===== src/rtl/reset_req_arb_pkg.sv =====
// Shared type codes, FSM encodings and default timing for the reset request arbiter.
package reset_req_arb_pkg;

    typedef enum logic [1:0] {
        T_POR  = 2'd0,
        T_FULL = 2'd1,
        T_HARD = 2'd2,
        T_SOFT = 2'd3
    } rst_type_e;

    typedef enum logic [2:0] {
        S_IDLE       = 3'd0,
        S_ARB        = 3'd1,
        S_ASSERT     = 3'd2,
        S_WAIT_START = 3'd3,
        S_WAIT_DONE  = 3'd4,
        S_GUARD      = 3'd5
    } state_e;

    localparam int CNT_W = 24;

    localparam logic [CNT_W-1:0] DEF_REQ_HOLD  = 24'd1000;
    localparam logic [CNT_W-1:0] DEF_START_TMO = 24'd100000;
    localparam logic [CNT_W-1:0] DEF_DONE_TMO  = 24'd5000000;
    localparam logic [CNT_W-1:0] DEF_GUARD     = 24'd2000;

    // Active-low request lines ordered {por, full, hard, soft}.
    function automatic logic [3:0] req_lines_n(input logic [1:0] t);
        return ~(4'b1000 >> t);
    endfunction

endpackage


===== src/rtl/reset_req_prio.sv =====
// Combinational arbiter: lowest type code wins, ties resolved towards the lowest index.
module reset_req_prio
    import reset_req_arb_pkg::*;
#(
    parameter int NSRC = 4,
    parameter int SRCW = 2
) (
    input  logic [NSRC-1:0]   pend,
    input  logic [2*NSRC-1:0] types,
    output logic [SRCW-1:0]   grant_src,
    output logic [1:0]        grant_type,
    output logic              any_pend
);

    // Strict less-than keeps the earlier (lower) index on equal severity.
    always_comb begin
        grant_src  = '0;
        grant_type = T_SOFT;
        any_pend   = 1'b0;
        for (int i = 0; i < NSRC; i++) begin
            if (pend[i] && (!any_pend || (types[2*i +: 2] < grant_type))) begin
                any_pend   = 1'b1;
                grant_src  = SRCW'(i);
                grant_type = types[2*i +: 2];
            end
        end
    end

endmodule


===== src/rtl/reset_req_arb.sv =====
// Collects reset requests, grants one at a time by severity and tracks DSP reset completion.
module reset_req_arb
    import reset_req_arb_pkg::*;
#(
    parameter int               NSRC      = 4,
    parameter int               SRCW      = 2,
    parameter logic [CNT_W-1:0] REQ_HOLD  = DEF_REQ_HOLD,
    parameter logic [CNT_W-1:0] START_TMO = DEF_START_TMO,
    parameter logic [CNT_W-1:0] DONE_TMO  = DEF_DONE_TMO,
    parameter logic [CNT_W-1:0] GUARD     = DEF_GUARD
) (
    input  logic              clk,
    input  logic              rst_n,
    input  logic [NSRC-1:0]   src_req,
    input  logic [2*NSRC-1:0] src_type,
    input  logic [NSRC-1:0]   src_en,
    input  logic              cs_resetstat_n,
    output logic              por_req_n,
    output logic              resetfull_req_n,
    output logic              hreset_req_n,
    output logic              sreset_req_n,
    output logic              busy,
    output logic [NSRC-1:0]   pend,
    output logic [SRCW-1:0]   last_src,
    output logic [1:0]        last_type,
    output logic              cause_valid,
    output logic              timeout_err
);

    state_e            state_q, state_d;
    logic [CNT_W-1:0]  cnt_q, cnt_d, cnt_inc;
    logic [NSRC-1:0]   pend_q, pend_d;
    logic [2*NSRC-1:0] ptype_q, ptype_d;
    logic [SRCW-1:0]   last_src_q, last_src_d;
    logic [1:0]        last_type_q, last_type_d;
    logic              cause_valid_q, cause_valid_d;
    logic              timeout_err_q, timeout_err_d;
    logic              busy_q, busy_d;
    logic [3:0]        req_n_q, req_n_d;
    logic              rs_meta_q, rs_q;
    logic              grant_clr;
    logic [SRCW-1:0]   grant_src;
    logic [1:0]        grant_type;
    logic              any_pend;

    reset_req_prio #(
        .NSRC (NSRC),
        .SRCW (SRCW)
    ) u_prio (
        .pend       (pend_q),
        .types      (ptype_q),
        .grant_src  (grant_src),
        .grant_type (grant_type),
        .any_pend   (any_pend)
    );

    // Resets high so a missing DSP status never looks like a reset already in progress.
    always_ff @(posedge clk or negedge rst_n) begin
        if (!rst_n) begin
            rs_meta_q <= 1'b1;
            rs_q      <= 1'b1;
        end else begin
            rs_meta_q <= cs_resetstat_n;
            rs_q      <= rs_meta_q;
        end
    end

    // A fresh request on the source being granted re-arms it with its own type.
    always_comb begin
        pend_d  = pend_q;
        ptype_d = ptype_q;
        for (int i = 0; i < NSRC; i++) begin
            if (src_req[i] && src_en[i]) begin
                pend_d[i] = 1'b1;
                if (pend_q[i] && !(grant_clr && (grant_src == SRCW'(i)))
                    && (ptype_q[2*i +: 2] < src_type[2*i +: 2]))
                    ptype_d[2*i +: 2] = ptype_q[2*i +: 2];
                else
                    ptype_d[2*i +: 2] = src_type[2*i +: 2];
            end else if (grant_clr && (grant_src == SRCW'(i))) begin
                pend_d[i] = 1'b0;
            end
        end
    end

    assign cnt_inc = (cnt_q == {CNT_W{1'b1}}) ? cnt_q : cnt_q + 1'b1;

    always_comb begin
        state_d       = state_q;
        cnt_d         = cnt_inc;
        last_src_d    = last_src_q;
        last_type_d   = last_type_q;
        cause_valid_d = cause_valid_q;
        timeout_err_d = timeout_err_q;
        busy_d        = busy_q;
        grant_clr     = 1'b0;
        case (state_q)
            S_IDLE: begin
                cnt_d = '0;
                if (any_pend) state_d = S_ARB;
            end
            S_ARB: begin
                last_src_d    = grant_src;
                last_type_d   = grant_type;
                cause_valid_d = 1'b1;
                busy_d        = 1'b1;
                grant_clr     = 1'b1;
                cnt_d         = '0;
                state_d       = S_ASSERT;
            end
            S_ASSERT: begin
                if (cnt_q >= REQ_HOLD - 1'b1) begin
                    cnt_d   = '0;
                    state_d = S_WAIT_START;
                end
            end
            S_WAIT_START: begin
                if (!rs_q) begin
                    cnt_d   = '0;
                    state_d = S_WAIT_DONE;
                end else if (cnt_q >= START_TMO) begin
                    timeout_err_d = 1'b1;
                    cnt_d         = '0;
                    state_d       = S_GUARD;
                end
            end
            S_WAIT_DONE: begin
                if (rs_q) begin
                    cnt_d   = '0;
                    state_d = S_GUARD;
                end else if (cnt_q >= DONE_TMO) begin
                    timeout_err_d = 1'b1;
                    cnt_d         = '0;
                    state_d       = S_GUARD;
                end
            end
            S_GUARD: begin
                if (cnt_q >= GUARD - 1'b1) begin
                    busy_d  = 1'b0;
                    cnt_d   = '0;
                    state_d = S_IDLE;
                end
            end
            default: begin
                cnt_d   = '0;
                state_d = S_IDLE;
            end
        endcase
        // Registered from the next state so the line is low exactly while in ASSERT.
        req_n_d = (state_d == S_ASSERT) ? req_lines_n(last_type_d) : 4'hF;
    end

    always_ff @(posedge clk or negedge rst_n) begin
        if (!rst_n) begin
            state_q       <= S_IDLE;
            cnt_q         <= '0;
            pend_q        <= '0;
            ptype_q       <= '0;
            last_src_q    <= '0;
            last_type_q   <= '0;
            cause_valid_q <= 1'b0;
            timeout_err_q <= 1'b0;
            busy_q        <= 1'b0;
            req_n_q       <= 4'hF;
        end else begin
            state_q       <= state_d;
            cnt_q         <= cnt_d;
            pend_q        <= pend_d;
            ptype_q       <= ptype_d;
            last_src_q    <= last_src_d;
            last_type_q   <= last_type_d;
            cause_valid_q <= cause_valid_d;
            timeout_err_q <= timeout_err_d;
            busy_q        <= busy_d;
            req_n_q       <= req_n_d;
        end
    end

    assign por_req_n       = req_n_q[3];
    assign resetfull_req_n = req_n_q[2];
    assign hreset_req_n    = req_n_q[1];
    assign sreset_req_n    = req_n_q[0];
    assign busy            = busy_q;
    assign pend            = pend_q;
    assign last_src        = last_src_q;
    assign last_type       = last_type_q;
    assign cause_valid     = cause_valid_q;
    assign timeout_err     = timeout_err_q;

endmodule


===== config.mk =====
export PLATFORM = sky130hd
export DESIGN_NAME = reset_req_arb
export DESIGN_NICKNAME = d
export VERILOG_FILES = /design/src/rtl/reset_req_arb_pkg.sv /design/src/rtl/reset_req_prio.sv /design/src/rtl/reset_req_arb.sv
export SDC_FILE = /design/constraint.sdc
export NUM_CORES = 1
export LEC_CHECK = 0
export CAP_MARGIN = 40
export CORE_MARGIN = 10
export CORE_UTILIZATION = 40
export DETAILED_ROUTE_END_ITERATION = 6
export GPL_TIMING_DRIVEN = 0
export MAX_ROUTING_LAYER = met4
export PLACE_DENSITY_LB_ADDON = 0.15
export SLEW_MARGIN = 25
export SYNTH_ARGS = -nofsm -noshare
export SYNTH_HDL_FRONTEND = slang
export SYNTH_SLANG_ARGS = --single-unit

===== constraint.sdc =====
create_clock -name clk -period 3.1 [get_ports clk]
set_input_delay 0.465 -clock clk [delete_from_list [all_inputs] [get_ports clk]]
set_output_delay 0.465 -clock clk [all_outputs]
set_load 0.02 [all_outputs]

==> results.toml <==
[run_status]
status = "finished, final reports clean"

[critical_path]
cpMostUsedCell = "nand2_1"
r2r_slack_ps = 430
rr_endpoint = "req_n_q[0]"
r2r_start = "pend[2]"
cp_cell_sequence = "inv_1, o211ai_1, ha_1, o32ai_1, nand2_1, nand2_1, o31a_1, nor3b_1, or3b_1"
cp.required_ps = 3350
path_max_fanout = 8
path_class = "reg -> reg"
crit_path_end_kind = "flop"
rr_worst_depth = 9
cp_slowest_cell = "dfrtp_1"
cpLargestDelayFamily = "simple AND/OR/NAND/NOR gates"
startpoint_type = "flop"
max_stage_delay_ps = 510
cp.buffers_inverters = 1
cp.arrival_ps = 2920

[cells_and_area]
drive_above_1_share = 0.0911
n_antenna_cell = 0
final_cell_area_um2 = 3880
final_cell_mix = "nor2_1, dfrtp_1, nand2_1"
syn2layout_area_growth_pct = 17.4
num-nets-final = 443

[global_routing]
overflow = 0
track_usage = 0.132
antenna_found_initial = 0
grt_max_degree = 53
grt_pass1_wl_um = 13700
first_global_vias = 2835

[floorplanning]
core_um2 = 8130
rows = 33
start_util = 0.406
die-area_um2 = 12300
io_pins = 34
die-height_um = 111
die_w_um = 111

[sta]
max_slew.worst_pin.slew_ps = 752
rsz0062_at_grt = "false"
post-route-period-util = 0.861
relSlewSlack = 0.495
finalHoldViolations = 0
setup_ws_ps = 432
fin_skew_ps = 7.67
period_minus_slack_ps = 2670
fmax_mhz = 375
setup_violations = 0
slew_violations = 0
finalSetupTns_ps = 0
hold_slack_ps = 161

[yosys]
syn_nets = 403
syn_area_um2 = 3300
postSynthAreaPerCell_um2 = 8.79
seq_area_frac_synth = 0.396
synthCells = 376
synth-main-ff-cell = "dfrtp_1"
ys_warn_count = 0
synth_cell_types = 65
postSynth.asyncResetShare = 1.00
synth_edf_count = 0
synth_seq_cells = 52

[clocking]
hold_buffers = 0
clkSlewWorstSetupHoldPaths_ps = 100
cts_made_buffers = 5
htree_levels = 2
clkLatencyLatePin_ps = 320
clk_path_buf_depth = 2
post_cts_buffers = 0
clockRootBuffer = "clkbuf_8"
cts_resized = 0
cts_tree = "built"
clkSinkCount = 52

[placed_design]
gp_congestion = 0.854
dp_hpwl_um = 5890
dp_slack_ps = 477
portBuffers = 33
postPlaceCellArea_um2 = 3760

[power_and_ir_drop]
finalPower_mw = 2.99
cellPowerDensity_nw_per_um2 = 772
p_leak_nw = 1.49
ir_worst_vdd_v = 0.000419

[route]
drt-pass1-iter-count = 4
ant_nets = 0
wl_per_cell_um = 15.0
wl_um = 7840
vias = 2904
drcViolationCount = 0
vias_per_cell = 5.56
dr.first_iter.drc_count = 158

[worst_hold_path]
holdCritPathClass = "in -> async"

[flow_run]
maxCapViolCount = 0
cell type report:
| type | instances | area [um^2] |
|---|---|---|
| buffer | 16 | 92.6 |
| inverter | 13 | 48.8 |
| clock buffer | 5 | 68.8 |
| multi-input combinational | 295 | 1850 |
| timing repair buffer | 33 | 328 |
| fill | 773 | 4260 |
| clock inverter | 3 | 46.3 |
| sequential | 52 | 1310 |
| tap | 105 | 131 |
worst reg2reg max path, cell delays in order, from the launching register on:
cell      delay [ps]
dfrtp_1          510
inv_1            160
o211ai_1         260
ha_1             300
o32ai_1          220
nand2_1          120
nand2_1          200
o31a_1           230
nor3b_1          230
or3b_1           360
sequential cells by signal, summed over array words and instances, names as in the netlist:
signal and count:
busy 1, cause_valid 1, cnt_q 24, last_src 2, last_type 2, pend 4
ptype_q 8, req_n_q 4, rs_meta_q 1, rs_q 1, state_q 3, timeout_err 1
kinds of logic after synthesis:
group                      after synthesis  synth area share
and+or+nand+nor                        180             0.283
AOI/OAI and AO/OA                       84             0.187
DFF                                     52             0.396
buffers and inverters                   29            0.0428
xor gates and xnor gates                20            0.0530
adders and majority gates                8            0.0303
muxes                                    2           0.00644
other                                    1           0.00114
power breakdown:
part           total, mW  switching [mW]  internal (mW)
combinational       1.47           0.840          0.634
clock              0.491           0.247          0.244
sequential          1.03           0.181          0.848
total               2.99            1.27           1.73
layer usage:
| metal | track usage | vias to the layer above | routed length, um |
|---|---|---|---|
| met5 | - | - | 0 |
| met4 | 0.0399 | 0 | 121 |
| met3 | 0.0238 | 10 | 322 |
| met2 | 0.204 | 70 | 3610 |
| met1 | 0.170 | 1378 | 3780 |
| li1 | - | 1446 | - |
cell usage after synthesis (all sizes together), types with 3 or more instances:
master | number | area share
nand3 | 13 | 0.023
xnor2 | 13 | 0.034
nand4b | 3 | 0.0080
dfstp | 6 | 0.048
ha | 8 | 0.030
o21ai | 13 | 0.020
o21a | 4 | 0.0091
a211oi | 3 | 0.0068
o211ai | 10 | 0.023
o311ai | 4 | 0.011
nor3 | 13 | 0.021
a31oi | 5 | 0.0095
nand4 | 9 | 0.017
xor2 | 7 | 0.019
dfrtp | 46 | 0.35
o2111ai | 5 | 0.013
buf | 8 | 0.019
and2 | 4 | 0.0076
or3 | 7 | 0.013
o31ai | 3 | 0.011
nor2 | 46 | 0.052
inv | 13 | 0.015
a221oi | 3 | 0.0080
and3 | 6 | 0.012
nand2b | 12 | 0.023
nor3b | 4 | 0.011
nor4 | 7 | 0.020
nor2b | 3 | 0.0057
a21oi | 13 | 0.020
nand2 | 45 | 0.051
clkbuf | 8 | 0.0095
per-stage QoR:
| stage | util | instances |
|---|---|---|
| 2_1_floorplan | - | 376 |
| 3_3_place_gp | 0.463 | 514 |
| 3_5_place_dp | 0.463 | 514 |
| 4_1_cts | 0.477 | 522 |
| 5_1_grt | 0.477 | 522 |
| 6_report | 0.477 | 522 |
worst max-delay path by stage:
| stage | startpoint | endpoint | slack [ps] | cells after the start |
|---|---|---|---|---|
| final | pend[2] | req_n_q[0] | 430 | 9 |
| after global routing | pend[2] | req_n_q[0] | 150 | 9 |
| after CTS | pend[2] | req_n_q[0] | 440 | 9 |
| after detailed placement | pend[2] | req_n_q[0] | 480 | 9 |
| after global placement | rst_n | pend[2] | -50 | 1 |
| after floorplan | pend[2] | req_n_q[1] | 770 | 9 |
Note: power is estimated with default switching activity, not from simulation.
==> edit (same settings) <==
Make the reset (`rst_n`) synchronous in 2 clocked blocks.
--- a/src/rtl/reset_req_arb.sv
+++ b/src/rtl/reset_req_arb.sv
@@ -55,7 +55,7 @@
     );
 
     // Resets high so a missing DSP status never looks like a reset already in progress.
-    always_ff @(posedge clk or negedge rst_n) begin
+    always_ff @(posedge clk) begin
         if (!rst_n) begin
             rs_meta_q <= 1'b1;
             rs_q      <= 1'b1;
@@ -150,7 +150,7 @@
         req_n_d = (state_d == S_ASSERT) ? req_lines_n(last_type_d) : 4'hF;
     end
 
-    always_ff @(posedge clk or negedge rst_n) begin
+    always_ff @(posedge clk) begin
         if (!rst_n) begin
             state_q       <= S_IDLE;
             cnt_q         <= '0;
Behaviour: differs if rst_n is asserted again (counterexample within 4 cycles, from zero or initial values and one cycle with rst_n low); with rst_n held inactive, the same outputs for 10 cycles.
==> edit against the original RTL <==
  * Cell area is 12% lower
  * Sequential cell count stayed put
  * Die area is 11% lower
  * Setup slack worse by 76 ps
  * First-iteration DRC count is 28% lower
  * Area after synthesis is 13% lower
  * Non-clock buffer count is 4 lower
  * Wire length is 18% lower
  * Clock skew is 0.97 ps higher
  * Highest routed layer unchanged
Power is not compared: it rests on default switching activity, and its combinational part moved more than twofold at a synthesized area within 25%.
==> edit: results <==
{
  "grt_max_degree": 15,
  "wl_met3_um": 258,
  "vdd_drop_max_mv": 0.1604,
  "slew_headroom_pct": 42.83,
  "gp_congestion": 0.8765,
  "grt_use_met3_pct": 3.071,
  "synth-main-ff-cell": "dfxtp_1",
  "nFillCells": 682,
  "hp-class": "register to register",
  "grt.met2_usage_pct": 17.53,
  "synth_fa_ha_area_share_pct": 3.834,
  "place_hpwl_um": 4958,
  "whs_ps": 423.9,
  "worstPathArrival_ps": 2920,
  "outcome": "finished, final reports clean",
  "synth_area_leaders": "dfxtp_1 (36%), nor2_1 (6.3%), nand2_1 (4.4%), a21oi_1 (3.7%), ha_1 (3.5%)",
  "wl_met2_um": 2765,
  "grt_pass1_wl_um": 11020,
  "leakagePower_nw": 1.222,
  "synth_commonest_cells": "dfxtp_1 (52), nor2_1 (48), nand2_1 (34), a21oi_1 (21), nand3_1 (19)",
  "fin_worst_skew_ps": 8.636,
  "grt_use_total_pct": 11.97,
  "io_buffers": 33,
  "wl_per_cell_um": 13.16,
  "groute.layer.met1.usage_pct": 15.81,
  "rr_worst_depth": 8,
  "yosysSeqAreaShare_pct": 36.25,
  "drt-met1-wl_um": 3353,
  "async_flop_share_pct": 0,
  "grt_pass1_vias": 2358,
  "p_comb_share_pct": 23.4,
  "clkTransAtPathRegs_ps": 90,
  "pre_cts_ws_ps": 355.0,
  "dpl.cell_count": 483,
  "via_per_inst": 5.139,
  "post_dp_cell_area_mm2": 0.003322,
  "r2r-end": "cnt_q[15]",
  "fin_nets": 421,
  "syn_nets": 381,
  "synth_cell_types": 53,
  "synth_compound_area_share_pct": 14.12,
  "cp_max_fo": 10,
  "synth_xor_area_share_pct": 6.100,
  "via_count": 2518,
  "ys_warn_count": 0,
  "r2r-start": "cnt_q[0]",
  "setup_slack_ps": 355.9,
  "syn_area_per_cell_um2": 8.112,
  "synth.area.mux_share_pct": 2.484,
  "clock_latency_ps": 300,
  "first_iter_violations": 113,
  "drive_gt1_share_pct": 4.569
}
==> edit: cell types whose count changed in the layout (fill, tap and decap cells not counted), moves of 5 or more <==
cell / delta
a21oi_1: +8
dfrtp_1: -46
dfstp_2: -6
dfxtp_1: +52
mux2i_1: +5
nand2_1: -11
nand3_1: +8
nor3_1: -6
o2111ai_1: -5
o211ai_1: -7
==> edit: layout make-up <==
type	count	area, um2	area share [%]
Clock inverter	1	5.005	0.1472
Timing Repair Buffer	33	330.3	9.717
Clock buffer	6	72.57	2.135
Inverter	13	48.80	1.435
Tap cell	96	120.1	3.533
Sequential cell	52	1041	30.62
Buffer	12	53.80	1.583
Multi-Input combinational cell	277	1728	50.83
==> edit: critical path, cell delays in order (launching register included) <==
cell and delay [ps]:
dfxtp_1 410, ha_1 250, a211oi_1 110, nor4b_1 320, or4_1 190, a21oi_1 70, o311ai_1 740, clkbuf_1 430
nor2_1 100
